--- src/rtl/tmds_pkg.sv ---
// TMDS shared constants and types.
// Used by tmds_encode and tmds_decode_align.
package tmds_pkg;

  localparam int TMDS_W = 10;
  localparam int CNT_W  = 12;

  // Control tokens, indexed by {c1,c0}
  localparam logic [3:0][TMDS_W-1:0] TOKEN = {
    10'b1010101011,
    10'b0101010100,
    10'b0010101011,
    10'b1101010100
  };

  typedef enum logic {
    SEARCH,
    LOCKED
  } state_t;

  typedef struct packed {
    logic [7:0] d;
    logic [1:0] sync;
    logic       de;
    logic       locked;
  } out_t;

endpackage

--- src/rtl/tmds_symbol_decode.sv ---
// TMDS 10b symbol classifier and data decoder.
// Combinational; shared by all three channels.
module tmds_symbol_decode
  import tmds_pkg::*;
(
  input  logic [TMDS_W-1:0] sym,
  output logic              is_token,
  output logic [1:0]        ctl,
  output logic [7:0]        data
);

  logic [7:0] p;

  always_comb begin
    is_token = 1'b1;
    ctl      = 2'd0;
    unique case (1'b1)
      sym == TOKEN[0]: ctl = 2'd0;
      sym == TOKEN[1]: ctl = 2'd1;
      sym == TOKEN[2]: ctl = 2'd2;
      sym == TOKEN[3]: ctl = 2'd3;
      default:         is_token = 1'b0;
    endcase
  end

  always_comb begin
    p = sym[9] ? ~sym[7:0] : sym[7:0];
    data[0] = p[0];
    for (int i = 1; i < 8; i++) begin
      data[i] = sym[8] ? (p[i] ^ p[i-1])
                       : ~(p[i] ^ p[i-1]);
    end
  end

endmodule

--- src/rtl/tmds_decode_align.sv ---
// TMDS receive channel: bit-slip alignment
// on control-token runs, then 10b->8b decode.
module tmds_decode_align
  import tmds_pkg::*;
#(
  parameter int TOKEN_RUN      = 12,
  parameter int SEARCH_TIMEOUT = 1024,
  parameter int LOCK_TIMEOUT   = 2048
) (
  input  logic              clk,
  input  logic              rst,
  input  logic [TMDS_W-1:0] sym_in,
  input  logic              resync,
  output logic [7:0]        d_out,
  output logic [1:0]        sync_out,
  output logic              de,
  output logic              locked,
  output logic [3:0]        slip_pos
);

  localparam logic [CNT_W-1:0] RUN_LAST =
    CNT_W'(TOKEN_RUN - 1);
  localparam logic [CNT_W-1:0] TMO_LAST =
    CNT_W'(SEARCH_TIMEOUT - 1);
  localparam logic [CNT_W-1:0] GAP_LAST =
    CNT_W'(LOCK_TIMEOUT - 1);

  state_t            state;
  state_t            state_nx;
  logic [3:0]        slip;
  logic [3:0]        slip_nx;
  logic [3:0]        slip_inc;
  logic [CNT_W-1:0]  run_cnt;
  logic [CNT_W-1:0]  run_nx;
  logic [CNT_W-1:0]  tmo;
  logic [CNT_W-1:0]  tmo_nx;
  logic [CNT_W-1:0]  gap;
  logic [CNT_W-1:0]  gap_nx;
  logic [TMDS_W-1:0] sym_prev;
  logic [TMDS_W-1:0] w;
  logic [TMDS_W-1:0] w_r;
  logic [2*TMDS_W-1:0] cat;
  logic              tok;
  logic [1:0]        ctl;
  logic [7:0]        data;
  out_t              o_r;
  out_t              o_nx;

  // sym_prev holds the older bits, so it sits low
  assign cat = {sym_in, sym_prev};
  assign w   = TMDS_W'(cat >> slip);

  assign slip_inc =
    (slip == 4'd9) ? 4'd0 : slip + 4'd1;

  tmds_symbol_decode u_dec (
    .sym      (w_r),
    .is_token (tok),
    .ctl      (ctl),
    .data     (data)
  );

  always_ff @(posedge clk) begin
    if (rst) begin
      state    <= SEARCH;
      slip     <= '0;
      run_cnt  <= '0;
      tmo      <= '0;
      gap      <= '0;
      sym_prev <= '0;
      w_r      <= '0;
      o_r      <= '0;
    end else begin
      state    <= state_nx;
      slip     <= slip_nx;
      run_cnt  <= run_nx;
      tmo      <= tmo_nx;
      gap      <= gap_nx;
      sym_prev <= sym_in;
      w_r      <= w;
      o_r      <= o_nx;
    end
  end

  always_comb begin
    state_nx = state;
    slip_nx  = slip;
    run_nx   = run_cnt;
    tmo_nx   = tmo;
    gap_nx   = gap;
    if (resync) begin
      state_nx = SEARCH;
      slip_nx  = slip_inc;
      run_nx   = '0;
      tmo_nx   = '0;
      gap_nx   = '0;
    end else begin
      unique case (state)
        SEARCH: begin
          tmo_nx = tmo + 1'b1;
          run_nx = tok ? run_cnt + 1'b1 : '0;
          if (tok && run_cnt == RUN_LAST) begin
            state_nx = LOCKED;
            run_nx   = '0;
            tmo_nx   = '0;
            gap_nx   = '0;
          end else if (tmo == TMO_LAST) begin
            slip_nx = slip_inc;
            tmo_nx  = '0;
            run_nx  = '0;
          end
        end
        LOCKED: begin
          if (tok) begin
            gap_nx = '0;
          end else if (gap == GAP_LAST) begin
            state_nx = SEARCH;
            slip_nx  = slip_inc;
            run_nx   = '0;
            tmo_nx   = '0;
            gap_nx   = '0;
          end else begin
            gap_nx = gap + 1'b1;
          end
        end
        default: state_nx = SEARCH;
      endcase
    end
  end

  // Data and sync each hold while the other kind is shown
  always_comb begin
    o_nx        = o_r;
    o_nx.locked = (state == LOCKED);
    if (state == LOCKED) begin
      if (tok) begin
        o_nx.de   = 1'b0;
        o_nx.sync = ctl;
      end else begin
        o_nx.de = 1'b1;
        o_nx.d  = data;
      end
    end else begin
      o_nx.de   = 1'b0;
      o_nx.sync = 2'd0;
      o_nx.d    = 8'd0;
    end
  end

  assign d_out    = o_r.d;
  assign sync_out = o_r.sync;
  assign de       = o_r.de;
  assign locked   = o_r.locked;
  assign slip_pos = slip;

endmodule

--- config.mk ---
export PLATFORM = sky130hd
export DESIGN_NAME = tmds_decode_align
export DESIGN_NICKNAME = d
export VERILOG_FILES = /design/src/rtl/tmds_pkg.sv /design/src/rtl/tmds_symbol_decode.sv /design/src/rtl/tmds_decode_align.sv
export SDC_FILE = /design/constraint.sdc
export NUM_CORES = 1
export LEC_CHECK = 0
export CAP_MARGIN = 30
export CORE_MARGIN = 5
export CORE_UTILIZATION = 50
export CTS_CLUSTER_SIZE = 30
export DETAILED_ROUTE_END_ITERATION = 10
export PLACE_DENSITY_LB_ADDON = 0.05
export RECOVER_POWER = 100
export REMOVE_ABC_BUFFERS = 1
export SLEW_MARGIN = 25
export SYNTH_ARGS = -nofsm -noshare
export SYNTH_HDL_FRONTEND = slang
export SYNTH_SLANG_ARGS = --single-unit
--- constraint.sdc ---
create_clock -name clk -period 2.21 [get_ports clk]
set_input_delay 0.5525 -clock clk [delete_from_list [all_inputs] [get_ports clk]]
set_output_delay 0.5525 -clock clk [all_outputs]
set_load 0.05 [all_outputs]
Yosys cells after proc, flatten, opt, wreduce, memory -nomap -nowiden:

Index checks and enable logic that the tools add are counted.

* bits in registers: 73
* input port bits: 13
* output and inout port bits: 16
* logic and storage cells: 88

* $add $sub $neg: 4
* equality and inequality tests: 15
* shift-type cells: 1
* multiplexer cells: 35
* bitwise gates (word level): 16
* reductions and logical operators: 6

Operators by type and width (count)
* 2-to-1 mux 12 bit: 10
* case mux 12 bit (2 select lines): 3
* adder 12 x 1 -> 12 bit (second input constant): 3
* 2-to-1 mux 4 bit: 6
* == test 10 bit (second input constant): 2
* >> shifter 20 x 4 -> 10 bit: 1
* == test 12 x 10 -> 1 bit (second input constant): 1
* == test 12 x 11 -> 1 bit (second input constant): 1
* == test 12 x 4 -> 1 bit (second input constant): 1
* 2-to-1 mux 1 bit: 12
* == test 10 x 8 -> 1 bit (second input constant): 1
* == test 10 x 9 -> 1 bit (second input constant): 1
* inequality test 3 bit (second input constant): 3
* 2-to-1 mux 8 bit: 1
* NOT 1 bit: 8
* NOT 8 bit: 1
* case mux 4 bit (2 select lines): 1
* XOR 1 bit: 7
* case mux 2 bit (3 select lines): 1
* adder 4 x 1 -> 4 bit (second input constant): 1
* == test 4 bit (second input constant): 1
* inequality test 2 bit (second input constant): 2
* AND reduction 4 bit: 1
* OR reduction 2 bit: 2
* 6 further kinds: 6

Depth between registers and ports, before layout:

Gate-level depths: netlist (run 1).

* depth after elaboration: 7
* depth in mapped cells: 10
* mapped depth without buffers: 8

Hierarchy:

Synthesis (run 1) repeated with hierarchy kept, for this count alone.

* cells, all modules: 445
* area, all modules: 3923.8 µm²

By module, submodules not included
* tmds_decode_align: instances 1, cells each 421, area each 3718.6 µm², sequential area each 1461.4 µm²
* tmds_symbol_decode: instances 1, cells each 24, area each 205.2 µm², sequential area each 0.0 µm²

Worst setup path before layout (run 1):

OpenSTA, ideal clock, no wires.

* path kind: register to register
* from: register slip[1], in the netlist slip_pos[1]
* to: register w_r[5]
* setup time: 125 ps
* data arrival time: 2102 ps
* data required time: 2085 ps
* path slack: -17 ps
* cell stages (with the launch flop): 7
* path buffers: 2
* period minus slack after synthesis: 2227 ps
* path through: dfxtp_1 -> buf_2 -> buf_2 -> mux2i_1 -> mux2i_1 -> mux4_2 -> nor2b_1

* cells in the longest elaborated chain, start to end: 1

Ends and longest elaborated chain
* start: declaration: RTL line tmds_decode_align.sv:30 `logic [3:0] slip;`
* start signal: assignment: RTL line tmds_decode_align.sv:75 `slip <= slip_nx;`
* >> shifter 20 x 4 -> 10 bit: RTL line tmds_decode_align.sv:51 `assign w = TMDS_W'(cat >> slip);`
* end signal: assignment: RTL line tmds_decode_align.sv:80 `w_r <= w;`
* end: declaration: RTL line tmds_decode_align.sv:41 `logic [TMDS_W-1:0] w_r;`

No other way between the ends.
A chain may end at the register's enable or synchronous reset.

Worst setup path after layout (run 1):

* from: register o_r, in the netlist sync_out[1]
* to: output sync_out[1]

RTL lines
* start: declaration: RTL line tmds_decode_align.sv:46 `out_t o_r;`
* start signal: assignment: RTL line tmds_decode_align.sv:81 `o_r <= o_nx;`
* end: declaration: RTL line tmds_decode_align.sv:15 `output logic [1:0] sync_out,`

No word-level cell between the ends.

==> impl_metrics.py, run 1 <==
metrics = {
    "yosys": {
        "post_synth_num_cell_types": 52,
        "synth-warning-count": 0,
        "synth_edf_count": 0,
        "yosysTopAreaCell": "dfxtp_1",
        "syn_avg_cell_area_sq_um": 8.44,
        "synth_seq_area_share": 0.373,
        "syn_area_sq_um": 3920,
        "synth-main-ff-cell": "dfxtp_1",
        "synth_top_area_share": 0.373,
        "syn_inst": 464,
        "synth.top_cells.by_count": "73 x dfxtp_1, 60 x nor2_1, 31 x mux2i_1",
        "yosysMostFrequentCell": "dfxtp_1",
        "synthTopCellsByArea": "dfxtp_1 37%, mux2i_1 7.9%, nor2_1 5.8%",
        "synth_seq_cells": 73,
        "async_flop_share": 0,
    },
    "finish": {
        "num_antenna_cells": 0,
        "drive_gt1_frac": 0.130,
        "finalNetCount": 533,
        "area_delta_synth_final_pct": 19.1,
    },
    "cts": {
        "cts_post_setup_buffers_inserted": 0,
        "cts_root_buf": "clkbuf_8",
        "clk_path_buf_depth": 2,
        "clock-sinks": 73,
        "clkTransAtPathRegs_ns": 0.07,
        "tritoncts": "built",
        "cts_buffers": 9,
        "htreeDepth": 3,
        "ctsHoldBuffers": 0,
        "clock_latency_ns": 0.35,
    },
    "detailed_routing": {
        "via_per_inst": 5.57,
        "wl_per_cell_um": 14.5,
        "drc": 0,
        "wl_um": 8960,
        "drt-pass1-iter-count": 4,
        "vias": 3429,
        "ant_nets": 0,
        "drt_iter0_markers": 87,
    },
    "place": {
        "dpl.hpwl_um": 6720,
        "place_ws_ns": -0.0270,
        "portBuffers": 28,
        "place_congestion": 0.839,
    },
    "floorplanning": {
        "dieArea_sq_um": 9700,
        "io_pins": 29,
        "die_w_um": 98.5,
        "initial_utilization": 0.509,
        "coreArea_sq_um": 7690,
        "row_count": 32,
        "die_y_um": 98.5,
    },
    "global_routing": {
        "grt_pass1_wl_um": 15500,
        "grt_usage": 0.195,
        "grt_pass1_vias": 3369,
        "grt-ovfl-total": 0,
        "antenna_found_initial": 0,
        "grt_max_degree": 23,
    },
    "setup_path": {
        "cp_slowest_cell": "dlygate4sd3_1",
        "reg2reg_from": "w_r[5]",
        "crit_required_ns": 1.66,
        "r2r_cells": 8,
        "critical_path_class": "reg -> out",
        "ff2ff_setup_slack_ns": 0.11,
        "worst-path-buf-inv": 1,
        "endpoint_kind": "output port",
        "crit_chain": "dlygate4sd3_1",
        "critical_path.top_delay_family": "buffers and inverters",
        "cp.arrival_ns": 1.59,
        "slowest_delay_ns": 0.89,
        "crit_fanout": 2,
        "reg2reg_to": "slip_pos[1]",
        "startpoint_type": "flip-flop",
    },
    "min_path": {
        "whs_path_depth": 2,
        "holdPathEnd": "d_out[1]",
        "holdCritStartpoint": "d_out[1]",
        "hp-class": "reg -> reg",
    },
    "timing": {
        "setup_ws_ns": 0.0643,
        "setup_viol": 0,
        "fmax_mhz": 466,
        "slew_viol_final": 0,
        "tightest_slew_ns": 1.00,
        "slew_headroom": 0.330,
        "hold_viol_final": 0,
        "hold-worst-slack_ns": 0.454,
        "skew_ns": 0.00720,
        "rsz0062_at_grt": "yes",
        "period_share": 0.971,
        "min_period_ns": 2.15,
    },
    "power_and_ir_drop": {
        "irDropWorstVdd_mv": 0.283,
        "leakagePower_nw": 1.82,
        "p_per_area_nw_per_um2": 595,
    },
    "status": {
        "status": "complete, no violations",
    },
    "run": {
        "drv_cap": 0,
    },
}
[area by class of cell]
| cell class | count | area, sq um |
|---|---|---|
| well taps | 102 | 128 |
| fillers | 715 | 3020 |
| repair buffers | 61 | 527 |
| multi-input cells | 349 | 2290 |
| inverters | 15 | 56.3 |
| flip-flops and latches | 73 | 1470 |
| clock buffers | 11 | 141 |
| clock inverters | 5 | 55.1 |
[cells by family after synthesis]
logic type / synth area share
AOI/OAI and AO/OA: 0.150
xor gates and xnor gates: 0.0559
muxes: 0.102
and+or+nand+nor: 0.238
buffers and inverters: 0.0454
adders and majority gates: 0.0351
DFF: 0.373
[per-stage QoR]
step	total power [mW]	cell area, sq um	cells	setup TNS [ns]	utilization
finish	2.78	4660	616	0	0.607
global route	2.91	4660	616	-0.00919	0.607
CTS	2.81	4680	616	0	0.608
detailed placement	1.74	4480	600	-0.0270	0.583
global placement	1.74	4480	600	0	0.583
floorplan	1.62	3790	437	-1.04	-
[layer usage]
metal | up-vias | GRT usage | share of wire
met5 | - | 0 | 0
met1 | 1613 | 0.241 | 0.47
li1 | 1752 | - | -
met4 | 0 | 0.0788 | 0.020
met3 | 16 | 0.0396 | 0.028
met2 | 48 | 0.331 | 0.48
[registers in the layout (all words and copies together), names as in the netlist]
signal	flops
sync_out	2
tmo	12
slip_pos	4
state	1
d_out	8
w_r	10
gap	12
de	1
sym_prev	10
run_cnt	12
locked	1
[power by group]
group          total [mW]  internal (mW)  leakage [nW]  switching [mW]
registers            1.37           1.35         0.595          0.0274
clock network        1.07          0.549        0.0953           0.517
logic               0.337          0.161          1.13           0.176
total                2.78           2.06          1.82           0.720
[placed cells by master, fill, tap and decap left out, types with 3 or more instances in the layout]
master            n
dfxtp_1          70
nor2_1           59
mux2i_1          31
buf_4            28
nand2_1          27
o21ai_0          25
a21oi_1          24
nand3_1          17
a211oi_1         17
xor2_1           16
inv_1            15
nor2b_1          13
dlygate4sd3_1    13
nor3_1           12
and3_1           12
ha_1             11
clkdlybuf4s50_1  11
clkbuf_8         10
xnor2_1           9
nand4_1           8
nor4_1            7
or3_1             5
nand3b_1          5
clkbuf_1          5
and2_1            4
mux2_2            4
a31oi_1           4
and4_1            3
a22oi_1           3
[worst max-delay path by stage]
stage           startpoint     endpoint  slack [ns]  cells past startpoint
5_1_grt             w_r[4]   run_cnt[7]      -0.009                      9
6_report       sync_out[1]  sync_out[1]        0.06                      1
2_1_floorplan  slip_pos[1]       w_r[5]       -0.31                      5
4_1_cts             w_r[5]  slip_pos[1]        0.03                      8
3_5_place_dp        w_r[5]       tmo[6]       -0.03                      8
3_3_place_gp        w_r[5]  slip_pos[1]        0.07                      8
[what timing repair did]
| action | in CTS | in global routing |
|---|---|---|
| resized for setup | 1 | 7 |
| endpoints found under the setup margin | 1 | 20 |
| endpoints found under the hold margin | 0 | 0 |
Note: power is estimated with default switching activity, not from simulation.
==> inputs of run 2 (changes only) <==
--- a/config.mk
+++ b/config.mk
@@ -10,7 +10,7 @@
 export CORE_UTILIZATION = 50
 export CTS_CLUSTER_SIZE = 30
 export DETAILED_ROUTE_END_ITERATION = 10
-export PLACE_DENSITY_LB_ADDON = 0.05
+export PLACE_DENSITY = 0.68
 export RECOVER_POWER = 100
 export REMOVE_ABC_BUFFERS = 1
 export SLEW_MARGIN = 25
==> impl_metrics.py, run 2 (synthesis gave the netlist of run 1 again) <==
metrics = {
    "status": {
        "status": "complete, no violations",
    },
    "place": {
        "dpl.hpwl_um": 6590,
        "dp_cells": 596,
        "portBuffers": 28,
        "place_congestion": 0.895,
    },
    "global_routing": {
        "grt_usage": 0.191,
        "grt_max_degree": 27,
        "grt_pass1_wl_um": 15500,
        "antenna_found_initial": 0,
        "grt-ovfl-total": 0,
        "grt_pass1_vias": 3248,
    },
    "power_and_ir_drop": {
        "p_per_area_nw_per_um2": 635,
        "p_int_mw": 2.26,
        "clkPwrFrac": 0.427,
        "p_comb_frac": 0.114,
        "leakagePower_nw": 1.79,
        "switchingPower_mw": 0.739,
        "power_frac_seq": 0.459,
        "swShare": 0.247,
        "irDropWorstVdd_mv": 0.346,
    },
    "run": {
        "drv_cap": 0,
    },
    "setup_path": {
        "startpoint_type": "flip-flop",
        "slowest_delay_ns": 0.42,
        "worst-path-buf-inv": 1,
        "endpoint_kind": "flip-flop",
        "crit_top_cell": "and3_4",
        "reg2reg_from": "w_r[0]",
        "crit_fanout": 8,
        "critical_path_class": "reg -> reg",
        "cp.arrival_ns": 2.39,
        "ff2ff_setup_slack_ns": 0.10,
        "critical_path.top_delay_family": "simple AND/OR/NAND/NOR gates",
        "cp_slowest_cell": "or4_1",
        "r2r_cells": 8,
        "crit_cells": 8,
        "reg2reg_to": "slip_pos[1]",
        "crit_chain": "inv_1, ha_1, and3_4, and3_4, o41a_1, o31a_2, or4_1, a21oi_2",
        "crit_required_ns": 2.49,
    },
    "detailed_routing": {
        "drc": 0,
        "drt_iter0_markers": 184,
        "wl_um": 8920,
        "ant_nets": 0,
        "vias": 3424,
        "via_per_inst": 5.59,
        "drt-pass1-iter-count": 4,
        "wl_per_cell_um": 14.6,
    },
    "finish": {
        "area_delta_synth_final_pct": 20.4,
        "reg_top3": "gap (12), run_cnt (12), tmo (12)",
        "finish.utilization": 0.613,
        "final_cell_mix": "70 x dfxtp_1, 59 x nor2_1, 31 x mux2i_1",
        "layout_commonest_cell": "dfxtp_1",
        "drive_gt1_frac": 0.135,
        "layout.cells.non_filler": 613,
        "finalNetCount": 530,
        "num_antenna_cells": 0,
    },
    "timing": {
        "setup_viol": 0,
        "hold_viol_final": 0,
        "period_share": 0.954,
        "slew_headroom": 0.605,
        "slew_viol_final": 0,
        "rsz0062_at_grt": "no",
        "fmax_mhz": 474,
        "skew_ns": 0.00701,
        "tightest_slew_ns": 0.595,
        "min_period_ns": 2.11,
    },
    "cts": {
        "tritoncts": "built",
        "clock_latency_ns": 0.35,
        "clock-sinks": 73,
        "htreeDepth": 3,
        "cts_root_buf": "clkbuf_8",
        "clk_path_buf_depth": 2,
        "cts_buffers": 9,
        "clkTransAtPathRegs_ns": 0.08,
    },
    "floorplanning": {
        "initial_utilization": 0.509,
        "io_pins": 29,
        "die_y_um": 98.5,
        "die_w_um": 98.5,
        "coreArea_sq_um": 7690,
        "row_count": 32,
        "dieArea_sq_um": 9700,
    },
    "min_path": {
        "whs_path_depth": 2,
        "holdCritStartpoint": "d_out[1]",
        "hp-class": "reg -> reg",
        "holdPathEnd": "d_out[1]",
    },
}
==> run 2: cell types whose count changed in the layout (fill, tap and decap cells not counted), moves of 2 or more <==
| cell | before | now |
|---|---|---|
| clkdlybuf4s50_1 | 11 | 23 |
| clkbuf_1 | 5 | 2 |
| dlygate4sd3_1 | 13 | 1 |
| bufinv_16 | 1 | 3 |
==> run 2: final cells by class <==
type | instances | area [sq um]
Tap cell | 102 | 128
Sequential cell | 73 | 1470
Inverter | 15 | 56.3
Fill cell | 715 | 2970
Timing Repair Buffer | 58 | 523
Clock inverter | 7 | 119
Multi-Input combinational cell | 349 | 2300
Clock buffer | 9 | 124
==> run 2: power by group through the flow <==
| stage | Clock [mW] | Combinational (mW) | Sequential [mW] |
|---|---|---|---|
| 6_report | 1.28 | 0.341 | 1.37 |
| 5_1_grt | 1.37 | 0.376 | 1.38 |
| 4_1_cts | 1.30 | 0.347 | 1.37 |
| 3_5_place_dp | 0 | 0.343 | 1.40 |
| 3_3_place_gp | 0 | 0.339 | 1.40 |
| 2_1_floorplan | 0 | 0.202 | 1.42 |
==> run 2: how the worst max path moves through the flow <==
| stage | from | endpoint | slack, ns |
|---|---|---|---|
| 6_report | w_r[0] | slip_pos[1] | 0.10 |
| 5_1_grt | gap[0] | slip_pos[1] | 0.002 |
| 4_1_cts | w_r[0] | slip_pos[1] | 0.07 |
| 3_5_place_dp | w_r[0] | tmo[6] | 0.02 |
| 3_3_place_gp | w_r[0] | slip_pos[1] | 0.13 |
| 2_1_floorplan | slip_pos[1] | w_r[5] | -0.31 |
==> run 2: worst reg2reg max path, cell delays in order (launching register included) <==
cell	delay (ns)
dfxtp_2	0.36
inv_1	0.05
ha_1	0.19
and3_4	0.18
and3_4	0.19
o41a_1	0.39
o31a_2	0.15
or4_1	0.42
a21oi_2	0.12
==> run 2: metrics by stage <==
stage	area (sq um)	TNS (ns)	hold WS (ns)	setup slack [ns]	total power, mW
2_1_floorplan	3790	-1.04	0.424	-0.313	1.62
3_3_place_gp	4460	0	0.442	0.126	1.74
4_1_cts	4710	0	0.459	0.0749	3.02
3_5_place_dp	4460	0	0.449	0.0223	1.75
5_1_grt	4720	0	0.491	0.00174	3.13
6_report	4720	0	0.455	0.102	2.99
==> run 2: routing by layer <==
metal | global-route usage | vias up | share of wire
met5 | 0 | - | 0
met4 | 0.0609 | 0 | 0.013
met3 | 0.0318 | 10 | 0.037
met2 | 0.295 | 68 | 0.47
met1 | 0.273 | 1613 | 0.48
li1 | - | 1733 | -
==> run 2: repair_timing <==
item / CTS / global route
pin swaps: 0 / 1
hold buffers: 0 / 0
gates resized for setup: 1 / 8
endpoints found under the setup margin: 1 / 12
buffers inserted: 0 / 1
==> inputs of run 3 (changes only) <==
--- a/config.mk
+++ b/config.mk
@@ -5,11 +5,12 @@
 export SDC_FILE = /design/constraint.sdc
 export NUM_CORES = 1
 export LEC_CHECK = 0
-export CAP_MARGIN = 30
+export CAP_MARGIN = 10
 export CORE_MARGIN = 5
 export CORE_UTILIZATION = 50
 export CTS_CLUSTER_SIZE = 30
 export DETAILED_ROUTE_END_ITERATION = 10
+export HOLD_SLACK_MARGIN = 0.05
 export PLACE_DENSITY = 0.68
 export RECOVER_POWER = 100
 export REMOVE_ABC_BUFFERS = 1
==> results of run 3 <==
Same layout as run 2: the final DEF is identical, and so are final timing and power.
